[src/rtl/spi_pkg.sv]
`default_nettype none
// ============================================================================
//  Module   : spi_pkg
//  Purpose  : Shared types and helpers for the SPI command arbiter.
//  Revision : 1.0 - initial release
// ============================================================================
package spi_pkg;

    typedef enum logic [2:0] {
        ST_IDLE      = 3'd0,
        ST_HDR       = 3'd1,
        ST_START     = 3'd2,
        ST_WAIT_BUSY = 3'd3,
        ST_WAIT_DONE = 3'd4
    } state_t;

    localparam logic OP_READ  = 1'b0;
    localparam logic OP_WRITE = 1'b1;

    typedef struct packed {
        logic [7:0]  opcode;
        logic [31:0] addr;
        logic [15:0] len;
        logic        op;
    } desc_t;

    // Total bits on the wire: opcode + address + payload, clamped to 16 bits.
    function automatic logic [15:0] calc_bit_len(input logic [15:0] payload,
                                                 input int          addr_bytes);
        logic [19:0] w_total;
        w_total = 20'd8 * (20'd1 + 20'(addr_bytes) + {4'd0, payload});
        return (w_total > 20'h0FFFF) ? 16'hFFFF : w_total[15:0];
    endfunction

endpackage
`default_nettype wire

[src/rtl/spi_cmd_arbiter_if.sv]
`default_nettype none
// ============================================================================
//  Module   : spi_cmd_arbiter_if
//  Purpose  : Requester, SPI engine and TX FIFO signals of the command arbiter.
//  Revision : 1.0 - initial release
// ============================================================================
interface spi_cmd_arbiter_if #(
    parameter int NREQ = 2,
    parameter int DATA = 8
) ();

    logic [NREQ-1:0]         req;
    logic [NREQ*8-1:0]       cmd_opcode;
    logic [NREQ*32-1:0]      cmd_addr;
    logic [NREQ*16-1:0]      cmd_len;
    logic [NREQ-1:0]         cmd_op;
    logic [NREQ-1:0]         ack;
    logic [NREQ-1:0]         done;
    logic                    err;
    logic                    grant_valid;
    logic [$clog2(NREQ)-1:0] grant_id;
    logic [15:0]             len;
    logic                    op;
    logic                    work;
    logic                    busy;
    logic [DATA-1:0]         wdata;
    logic                    wr;
    logic                    full;

    modport slave (
        input  req, cmd_opcode, cmd_addr, cmd_len, cmd_op, busy, full,
        output ack, done, err, grant_valid, grant_id, len, op, work, wdata, wr
    );

    modport master (
        output req, cmd_opcode, cmd_addr, cmd_len, cmd_op, busy, full,
        input  ack, done, err, grant_valid, grant_id, len, op, work, wdata, wr
    );

endinterface
`default_nettype wire

[src/rtl/spi_rr_arbiter.sv]
`default_nettype none
// ============================================================================
//  Module   : spi_rr_arbiter
//  Purpose  : Combinational round-robin pick; search starts just after i_rr_ptr.
//  Revision : 1.0 - initial release
// ============================================================================
module spi_rr_arbiter #(
    parameter int NREQ = 2,
    parameter int IDW  = 1
) (
    input  wire logic [NREQ-1:0] i_req,
    input  wire logic [IDW-1:0]  i_rr_ptr,
    output logic      [NREQ-1:0] o_grant,
    output logic      [IDW-1:0]  o_idx,
    output logic                 o_any
);

    logic [NREQ-1:0] w_rot;
    logic            w_found;
    int              w_sel;
    int              w_pos;

    always_comb begin
        // Rotate so bit 0 is the requester right after the last winner.
        w_rot   = NREQ'({i_req, i_req} >> (int'(i_rr_ptr) + 1));
        w_found = 1'b0;
        w_sel   = 0;
        for (int i = 0; i < NREQ; i++) begin
            if (!w_found && w_rot[i]) begin
                w_found = 1'b1;
                w_sel   = i;
            end
        end
        w_pos = int'(i_rr_ptr) + 1 + w_sel;
        if (w_pos >= NREQ) begin
            w_pos = w_pos - NREQ;
        end
        o_any   = |i_req;
        o_idx   = IDW'(w_pos);
        o_grant = o_any ? (NREQ'(1) << o_idx) : '0;
    end

endmodule
`default_nettype wire

[src/rtl/spi_cmd_arbiter.sv]
`default_nettype none
// ============================================================================
//  Module   : spi_cmd_arbiter
//  Purpose  : Round-robin sharing of one SPI engine and TX FIFO between NREQ
//             command requesters; pushes the header and starts the engine.
//  Revision : 1.0 - initial release
// ============================================================================
module spi_cmd_arbiter
    import spi_pkg::*;
#(
    parameter int NREQ       = 2,
    parameter int DATA       = 8,
    parameter int ADDR_BYTES = 3,
    parameter int BUSY_TO    = 15
) (
    input  wire logic           clk,
    input  wire logic           rst,
    spi_cmd_arbiter_if.slave    bus
);

    localparam int         c_IDW       = $clog2(NREQ);
    localparam int         c_TOW       = $clog2(BUSY_TO + 1);
    localparam logic [2:0] c_IDX_START = 3'(ADDR_BYTES);

    state_t              r_state;
    desc_t               r_desc;
    logic [c_IDW-1:0]    r_rr_ptr;
    logic [c_IDW-1:0]    r_id;
    logic [2:0]          r_idx;
    logic [c_TOW-1:0]    r_to_cnt;

    logic [NREQ-1:0]     r_ack;
    logic [NREQ-1:0]     r_done;
    logic                r_err;
    logic                r_grant_valid;
    logic [15:0]         r_len;
    logic                r_op;
    logic                r_work;
    logic [DATA-1:0]     r_wdata;
    logic                r_wr;

    logic [NREQ-1:0]     w_grant;
    logic [c_IDW-1:0]    w_grant_idx;
    logic                w_grant_any;
    logic [7:0]          w_hdr_byte;

    logic [7:0]          w_opc  [NREQ];
    logic [31:0]         w_addr [NREQ];
    logic [15:0]         w_len  [NREQ];
    logic                w_op   [NREQ];

    for (genvar gi = 0; gi < NREQ; gi++) begin : g_unpack
        assign w_opc[gi]  = bus.cmd_opcode[8*gi +: 8];
        assign w_addr[gi] = bus.cmd_addr[32*gi +: 32];
        assign w_len[gi]  = bus.cmd_len[16*gi +: 16];
        assign w_op[gi]   = bus.cmd_op[gi];
    end

    spi_rr_arbiter #(
        .NREQ (NREQ),
        .IDW  (c_IDW)
    ) u_rr (
        .i_req    (bus.req),
        .i_rr_ptr (r_rr_ptr),
        .o_grant  (w_grant),
        .o_idx    (w_grant_idx),
        .o_any    (w_grant_any)
    );

    // Top index is the opcode; lower indices walk the address down to byte 0.
    always_comb begin
        w_hdr_byte = r_desc.addr[{r_idx[1:0], 3'b000} +: 8];
        if (r_idx == c_IDX_START) begin
            w_hdr_byte = r_desc.opcode;
        end
    end

    always_ff @(posedge clk) begin
        if (rst) begin
            r_state       <= ST_IDLE;
            r_desc        <= '0;
            r_rr_ptr      <= c_IDW'(NREQ - 1);
            r_id          <= '0;
            r_idx         <= '0;
            r_to_cnt      <= '0;
            r_ack         <= '0;
            r_done        <= '0;
            r_err         <= 1'b0;
            r_grant_valid <= 1'b0;
            r_len         <= '0;
            r_op          <= 1'b0;
            r_work        <= 1'b0;
            r_wdata       <= '0;
            r_wr          <= 1'b0;
        end else begin
            r_ack  <= '0;
            r_done <= '0;
            r_err  <= 1'b0;
            r_work <= 1'b0;
            r_wr   <= 1'b0;

            case (r_state)
                ST_IDLE: begin
                    if (!bus.busy && w_grant_any) begin
                        r_desc        <= '{opcode: w_opc[w_grant_idx],
                                           addr:   w_addr[w_grant_idx],
                                           len:    w_len[w_grant_idx],
                                           op:     w_op[w_grant_idx]};
                        r_ack         <= w_grant;
                        r_id          <= w_grant_idx;
                        r_grant_valid <= 1'b1;
                        r_rr_ptr      <= w_grant_idx;
                        r_idx         <= c_IDX_START;
                        r_state       <= ST_HDR;
                    end
                end

                ST_HDR: begin
                    if (!bus.full) begin
                        r_wr    <= 1'b1;
                        r_wdata <= DATA'(w_hdr_byte);
                        if (r_idx == 3'd0) begin
                            r_state <= ST_START;
                        end else begin
                            r_idx <= r_idx - 3'd1;
                        end
                    end
                end

                ST_START: begin
                    r_work   <= 1'b1;
                    r_op     <= r_desc.op;
                    r_len    <= calc_bit_len(r_desc.len, ADDR_BYTES);
                    r_to_cnt <= '0;
                    r_state  <= ST_WAIT_BUSY;
                end

                ST_WAIT_BUSY: begin
                    // Done lands exactly BUSY_TO cycles after the work pulse.
                    if (bus.busy) begin
                        r_state <= ST_WAIT_DONE;
                    end else if (r_to_cnt == c_TOW'(BUSY_TO - 1)) begin
                        r_done        <= NREQ'(1) << r_id;
                        r_err         <= 1'b1;
                        r_grant_valid <= 1'b0;
                        r_state       <= ST_IDLE;
                    end else begin
                        r_to_cnt <= r_to_cnt + 1'b1;
                    end
                end

                ST_WAIT_DONE: begin
                    if (!bus.busy) begin
                        r_done        <= NREQ'(1) << r_id;
                        r_grant_valid <= 1'b0;
                        r_state       <= ST_IDLE;
                    end
                end

                default: begin
                    r_grant_valid <= 1'b0;
                    r_state       <= ST_IDLE;
                end
            endcase
        end
    end

    assign bus.ack         = r_ack;
    assign bus.done        = r_done;
    assign bus.err         = r_err;
    assign bus.grant_valid = r_grant_valid;
    assign bus.grant_id    = r_id;
    assign bus.len         = r_len;
    assign bus.op          = r_op;
    assign bus.work        = r_work;
    assign bus.wdata       = r_wdata;
    assign bus.wr          = r_wr;

endmodule
`default_nettype wire

[src/flat_wrapper.sv]
// flat-port wrapper written by rule: the top's interface ports become plain ports
module spi_cmd_arbiter_flat import spi_pkg::*;
#(
    parameter int NREQ       = 2,
    parameter int DATA       = 8,
    parameter int ADDR_BYTES = 3,
    parameter int BUSY_TO    = 15
)
  (clk, rst, bus_req, bus_cmd_opcode, bus_cmd_addr, bus_cmd_len, bus_cmd_op, bus_busy, bus_full, bus_ack, bus_done, bus_err, bus_grant_valid, bus_grant_id, bus_len, bus_op, bus_work, bus_wdata, bus_wr);
  spi_cmd_arbiter_if #(.NREQ(NREQ), .DATA(DATA)) bus_i ();
  input  wire logic clk;
  input  wire logic rst;
  input wire logic [$bits(bus_i.req)-1:0] bus_req;
  input wire logic [$bits(bus_i.cmd_opcode)-1:0] bus_cmd_opcode;
  input wire logic [$bits(bus_i.cmd_addr)-1:0] bus_cmd_addr;
  input wire logic [$bits(bus_i.cmd_len)-1:0] bus_cmd_len;
  input wire logic [$bits(bus_i.cmd_op)-1:0] bus_cmd_op;
  input wire logic [$bits(bus_i.busy)-1:0] bus_busy;
  input wire logic [$bits(bus_i.full)-1:0] bus_full;
  output wire logic [$bits(bus_i.ack)-1:0] bus_ack;
  output wire logic [$bits(bus_i.done)-1:0] bus_done;
  output wire logic [$bits(bus_i.err)-1:0] bus_err;
  output wire logic [$bits(bus_i.grant_valid)-1:0] bus_grant_valid;
  output wire logic [$bits(bus_i.grant_id)-1:0] bus_grant_id;
  output wire logic [$bits(bus_i.len)-1:0] bus_len;
  output wire logic [$bits(bus_i.op)-1:0] bus_op;
  output wire logic [$bits(bus_i.work)-1:0] bus_work;
  output wire logic [$bits(bus_i.wdata)-1:0] bus_wdata;
  output wire logic [$bits(bus_i.wr)-1:0] bus_wr;
  assign bus_i.req = bus_req;
  assign bus_i.cmd_opcode = bus_cmd_opcode;
  assign bus_i.cmd_addr = bus_cmd_addr;
  assign bus_i.cmd_len = bus_cmd_len;
  assign bus_i.cmd_op = bus_cmd_op;
  assign bus_i.busy = bus_busy;
  assign bus_i.full = bus_full;
  assign bus_ack = bus_i.ack;
  assign bus_done = bus_i.done;
  assign bus_err = bus_i.err;
  assign bus_grant_valid = bus_i.grant_valid;
  assign bus_grant_id = bus_i.grant_id;
  assign bus_len = bus_i.len;
  assign bus_op = bus_i.op;
  assign bus_work = bus_i.work;
  assign bus_wdata = bus_i.wdata;
  assign bus_wr = bus_i.wr;
  spi_cmd_arbiter #(.NREQ(NREQ), .DATA(DATA), .ADDR_BYTES(ADDR_BYTES), .BUSY_TO(BUSY_TO)) u_core (.clk(clk), .rst(rst), .bus(bus_i));
endmodule
[config.mk]
export PLATFORM = sky130hd
export DESIGN_NAME = spi_cmd_arbiter_flat
export DESIGN_NICKNAME = d
export VERILOG_FILES = /design/src/rtl/spi_pkg.sv /design/src/rtl/spi_cmd_arbiter_if.sv /design/src/rtl/spi_rr_arbiter.sv /design/src/rtl/spi_cmd_arbiter.sv /design/src/flat_wrapper.sv
export SDC_FILE = /design/constraint.sdc
export NUM_CORES = 1
export LEC_CHECK = 0
export CAP_MARGIN = 5
export CORE_MARGIN = 3
export CORE_UTILIZATION = 32
export CTS_BUF_LIST = sky130_fd_sc_hd__clkbuf_4 sky130_fd_sc_hd__clkbuf_8 sky130_fd_sc_hd__clkbuf_16
export DETAILED_ROUTE_END_ITERATION = 10
export SLEW_MARGIN = 0
export SYNTH_ARGS = -nofsm -noshare
export SYNTH_HDL_FRONTEND = slang
export SYNTH_HIERARCHICAL = 1
export SYNTH_SLANG_ARGS = --single-unit
[constraint.sdc]
create_clock -name clk -period 1.8 [get_ports clk]
set_clock_uncertainty 0.05 [all_clocks]
set_input_delay 0.45 -clock clk [delete_from_list [all_inputs] [get_ports clk]]
set_output_delay 0.45 -clock clk [all_outputs]
set_load 0.02 [all_outputs]
==> flow_summary.json <==
{
  "status": "complete, no violations",
  "async_flop_share_pct": 0,
  "drv_slew": 0,
  "regToRegEndpoint": "u_core/bus.len[12]$_SDFFE_PP0P_",
  "clk_latency_ns": 0.34,
  "cap_violations": 0,
  "yosysTopAreaCell": "dfxtp_1",
  "critPathArrivalTime_ns": 1.27,
  "power_density_mw_per_mm2": 1110,
  "synth_top_family_by_area": "multiplexers",
  "power_frac_seq_pct": 36.9,
  "max_slew_margin_pct": 65.1,
  "cts_tree": "done",
  "grt_pass1_vias": 4318,
  "synthFlopType": "dfxtp_1",
  "syn_inst": 505,
  "final_hold_viol_count": 0,
  "ys_types": 41,
  "rows": 43,
  "crit_family": "buffers and inverters",
  "die_area_mm2": 0.0164,
  "p_leak_uw": 0.00295,
  "avgSynthCellArea_um2": 9.44,
  "timing.setup.tns_ns": 0,
  "first_pass_iters": 4,
  "synth_top_area_share_pct": 42.0,
  "netSwitchingPower_uw": 2690,
  "yosysWarningCount": 6,
  "die_x_um": 128,
  "netSwitchingFraction_pct": 33.2,
  "seq_area_frac_synth_pct": 42.0,
  "yosys_register_bits": 100,
  "synthTopCellsByCount": "nor2_1 (102), dfxtp_1 (100), a211oi_1 (79), mux2i_1 (68), clkbuf_1 (24)",
  "numCtsBuffers": 9,
  "drtIter0Drc": 237,
  "via_per_inst": 4.90,
  "drt_wl_total_mm": 13.2,
  "rr_startpoint": "u_core/r_desc[10]$_SDFFE_PP0P_",
  "rr_worst_depth": 6,
  "yosys.area_share.simple_pct": 15.1,
  "initial_utilization_pct": 33.6,
  "fin_total_pwr_uw": 8110,
  "slowest_stage": "clkdlybuf4s50_1",
  "routedWlPerCell_um": 15.4,
  "r2r_slack_ns": 0.06,
  "ctsLongestPathBuffers": 2,
  "rsz0062_at_grt": "true",
  "hpwl_mm": 10.1,
  "min_to": "u_core/bus.len[3]$_SDFFE_PP0P_",
  "io_pins": 154,
  "synthAdderAreaFrac_pct": 1.57,
  "p_clk_share_pct": 23.8,
  "syn_area_mm2": 0.00477,
  "finalSetupViolCount": 0,
  "synth-edff-count": 0,
  "overflow": 0,
  "endpoint_kind": "primary output",
  "die_h_um": 128,
  "n_antenna_cell": 0,
  "cp_max_fo": 2,
  "hold_path_class": "register to register",
  "core_area_mm2": 0.0142,
  "hold_path_depth": 2,
  "numPortBuffers": 153,
  "ir_drop_mv": 0.572,
  "gp_congestion": 0.811,
  "synth_compound_area_share_pct": 15.9,
  "syn_nets": 631,
  "grt_first_pass_wirelength_mm": 21.0,
  "path_cells": "clkdlybuf4s50_1",
  "synth_mux_area_share_pct": 18.1,
  "critPathKind": "register to primary output",
  "combPwrFrac_pct": 39.3,
  "period_share_pct": 98.1,
  "period_needed_ns": 1.77,
  "hp-start": "u_core/r_desc[1]$_SDFFE_PP0P_",
  "htreeDepth": 3,
  "fmax_mhz": 566,
  "clock_sinks": 100,
  "grt_max_degree": 40,
  "root_buffer": "clkbuf_16",
  "yosys-top-cells-area": "dfxtp_1 (42%), mux2i_1 (14%), a211oi_1 (12%)",
  "area_growth_pct": 52.7,
  "drc": 0,
  "antenna_found_initial": 0,
  "required_ns": 1.30,
  "critPathLaunchType": "register",
  "path_buf_inv": 1,
  "drive_gt1_share_pct": 15.4,
  "path_clk_slew_ns": 0.07,
  "synthXorXnorAreaFrac_pct": 2.39,
  "vias": 4221,
  "fin_nets": 802,
  "critPathMaxStageDelay_ns": 0.61,
  "ant_nets": 0,
  "grtUsageTotal_pct": 15.9,
  "yosys.cell_count.top_type": "nor2_1",
  "tightest_slew_ns": 0.524,
  "hold_buffers": 0,
  "p_int_uw": 5420
}
## power groups by stage
stage                     logic, µW  clock network [µW]  registers, µW
final                          3190                1930           3000
after global routing           3500                2060           3060
after CTS                      3170                1970           2980
after detailed placement       3070                   0           3030
after global placement         3020                   0           3010
after floorplan                1730                   0           3110
## kinds of logic after synthesis
kind of cell    after synthesis
compound gates              103
xor+xnor                     13
fa+ha+maj                     6
buf+inv                      51
flops                       100
mux                          76
simple gates                156
## how the worst max path moves through the flow
stage | startpoint | endpoint | depth (start not counted)
global placement | bus_req[0] | u_core/r_desc[44]$_SDFFE_PP0P_ | 6
finish | u_core/bus.len[7]$_SDFFE_PP0P_ | bus_len[7] | 1
detailed placement | bus_req[0] | u_core/r_desc[42]$_SDFFE_PP0P_ | 6
global route | u_core/r_desc[11]$_SDFFE_PP0P_ | u_core/bus.len[4]$_SDFFE_PP0P_ | 6
CTS | u_core/bus.len[6]$_SDFFE_PP0P_ | bus_len[6] | 1
floorplan | bus_req[1] | u_core/r_desc[10]$_SDFFE_PP0P_ | 6
## cells in the final DEF, fill, tap and decap left out, types with 5 or more instances in the layout
cell / count
a211oi_1: 72
a211oi_2: 9
a21oi_1: 7
buf_12: 8
buf_4: 33
buf_6: 5
clkbuf_16: 9
clkdlybuf4s50_1: 122
dfxtp_1: 93
dfxtp_2: 7
dlygate4sd2_1: 22
dlymetal6s2s_1: 8
ha_1: 6
inv_1: 10
mux2i_1: 65
mux4_2: 8
nand2_1: 9
nand3_1: 8
nor2_1: 102
nor3_1: 6
nor3b_1: 5
xnor2_1: 6
xor2_1: 7
## per-stage QoR
| stage | cell area (µm²) | util (%) | instances | setup slack [ns] | hold slack [ns] |
|---|---|---|---|---|---|
| 2_1_floorplan | 4780 | - | 505 | 0.0223 | 0.381 |
| 3_3_place_gp | 6760 | 47.6 | 841 | -0.392 | 0.391 |
| 3_5_place_dp | 6760 | 47.6 | 841 | -0.455 | 0.394 |
| 4_1_cts | 7170 | 50.5 | 860 | 0.00282 | 0.404 |
| 5_1_grt | 7280 | 51.3 | 861 | -0.0532 | 0.435 |
| 6_report | 7280 | 51.3 | 861 | 0.0347 | 0.403 |
## cell type report
| type | count | area [µm²] |
|---|---|---|
| Fill cell | 1341 | 6920 |
| Multi-Input combinational cell | 354 | 2640 |
| Timing Repair Buffer | 201 | 2070 |
| Sequential cell | 100 | 2010 |
| Clock buffer | 10 | 233 |
| Tap cell | 180 | 225 |
| Clock inverter | 6 | 65.1 |
| Inverter | 10 | 37.5 |
## timing repair
action                     4_1_cts  5_1_grt
setup endpoints to repair       73       30
cloned                           2        1
gates resized for setup         32       32
buffers inserted                 1        0
pin swaps                        1        7
## registers in the layout, summed over array words and instances (netlist names)
signal                  flops
u_core/r_idx                3
u_core/bus.err              1
u_core/bus.grant_id         1
u_core/bus.wdata            8
u_core/r_rr_ptr             1
u_core/bus.done             2
u_core/bus.len             14
u_core/r_to_cnt             4
u_core/r_state              3
u_core/r_desc              57
u_core/bus.wr               1
u_core/bus.grant_valid      1
u_core/bus.ack              2
u_core/bus.work             1
u_core/bus.op               1
## routing by layer
layer  vias up  routed length, µm  share of wire [%]  global-route usage [%]
met3        13                718                5.4                    2.79
met4         0                165                1.2                    5.49
met2       115               6550                 49                    27.9
met1      1930               5800                 44                    19.7
li1       2163                  -                  -                       -
met5         -                  0                  0                       0
No activity file was read; power rests on OpenSTA's default activity.
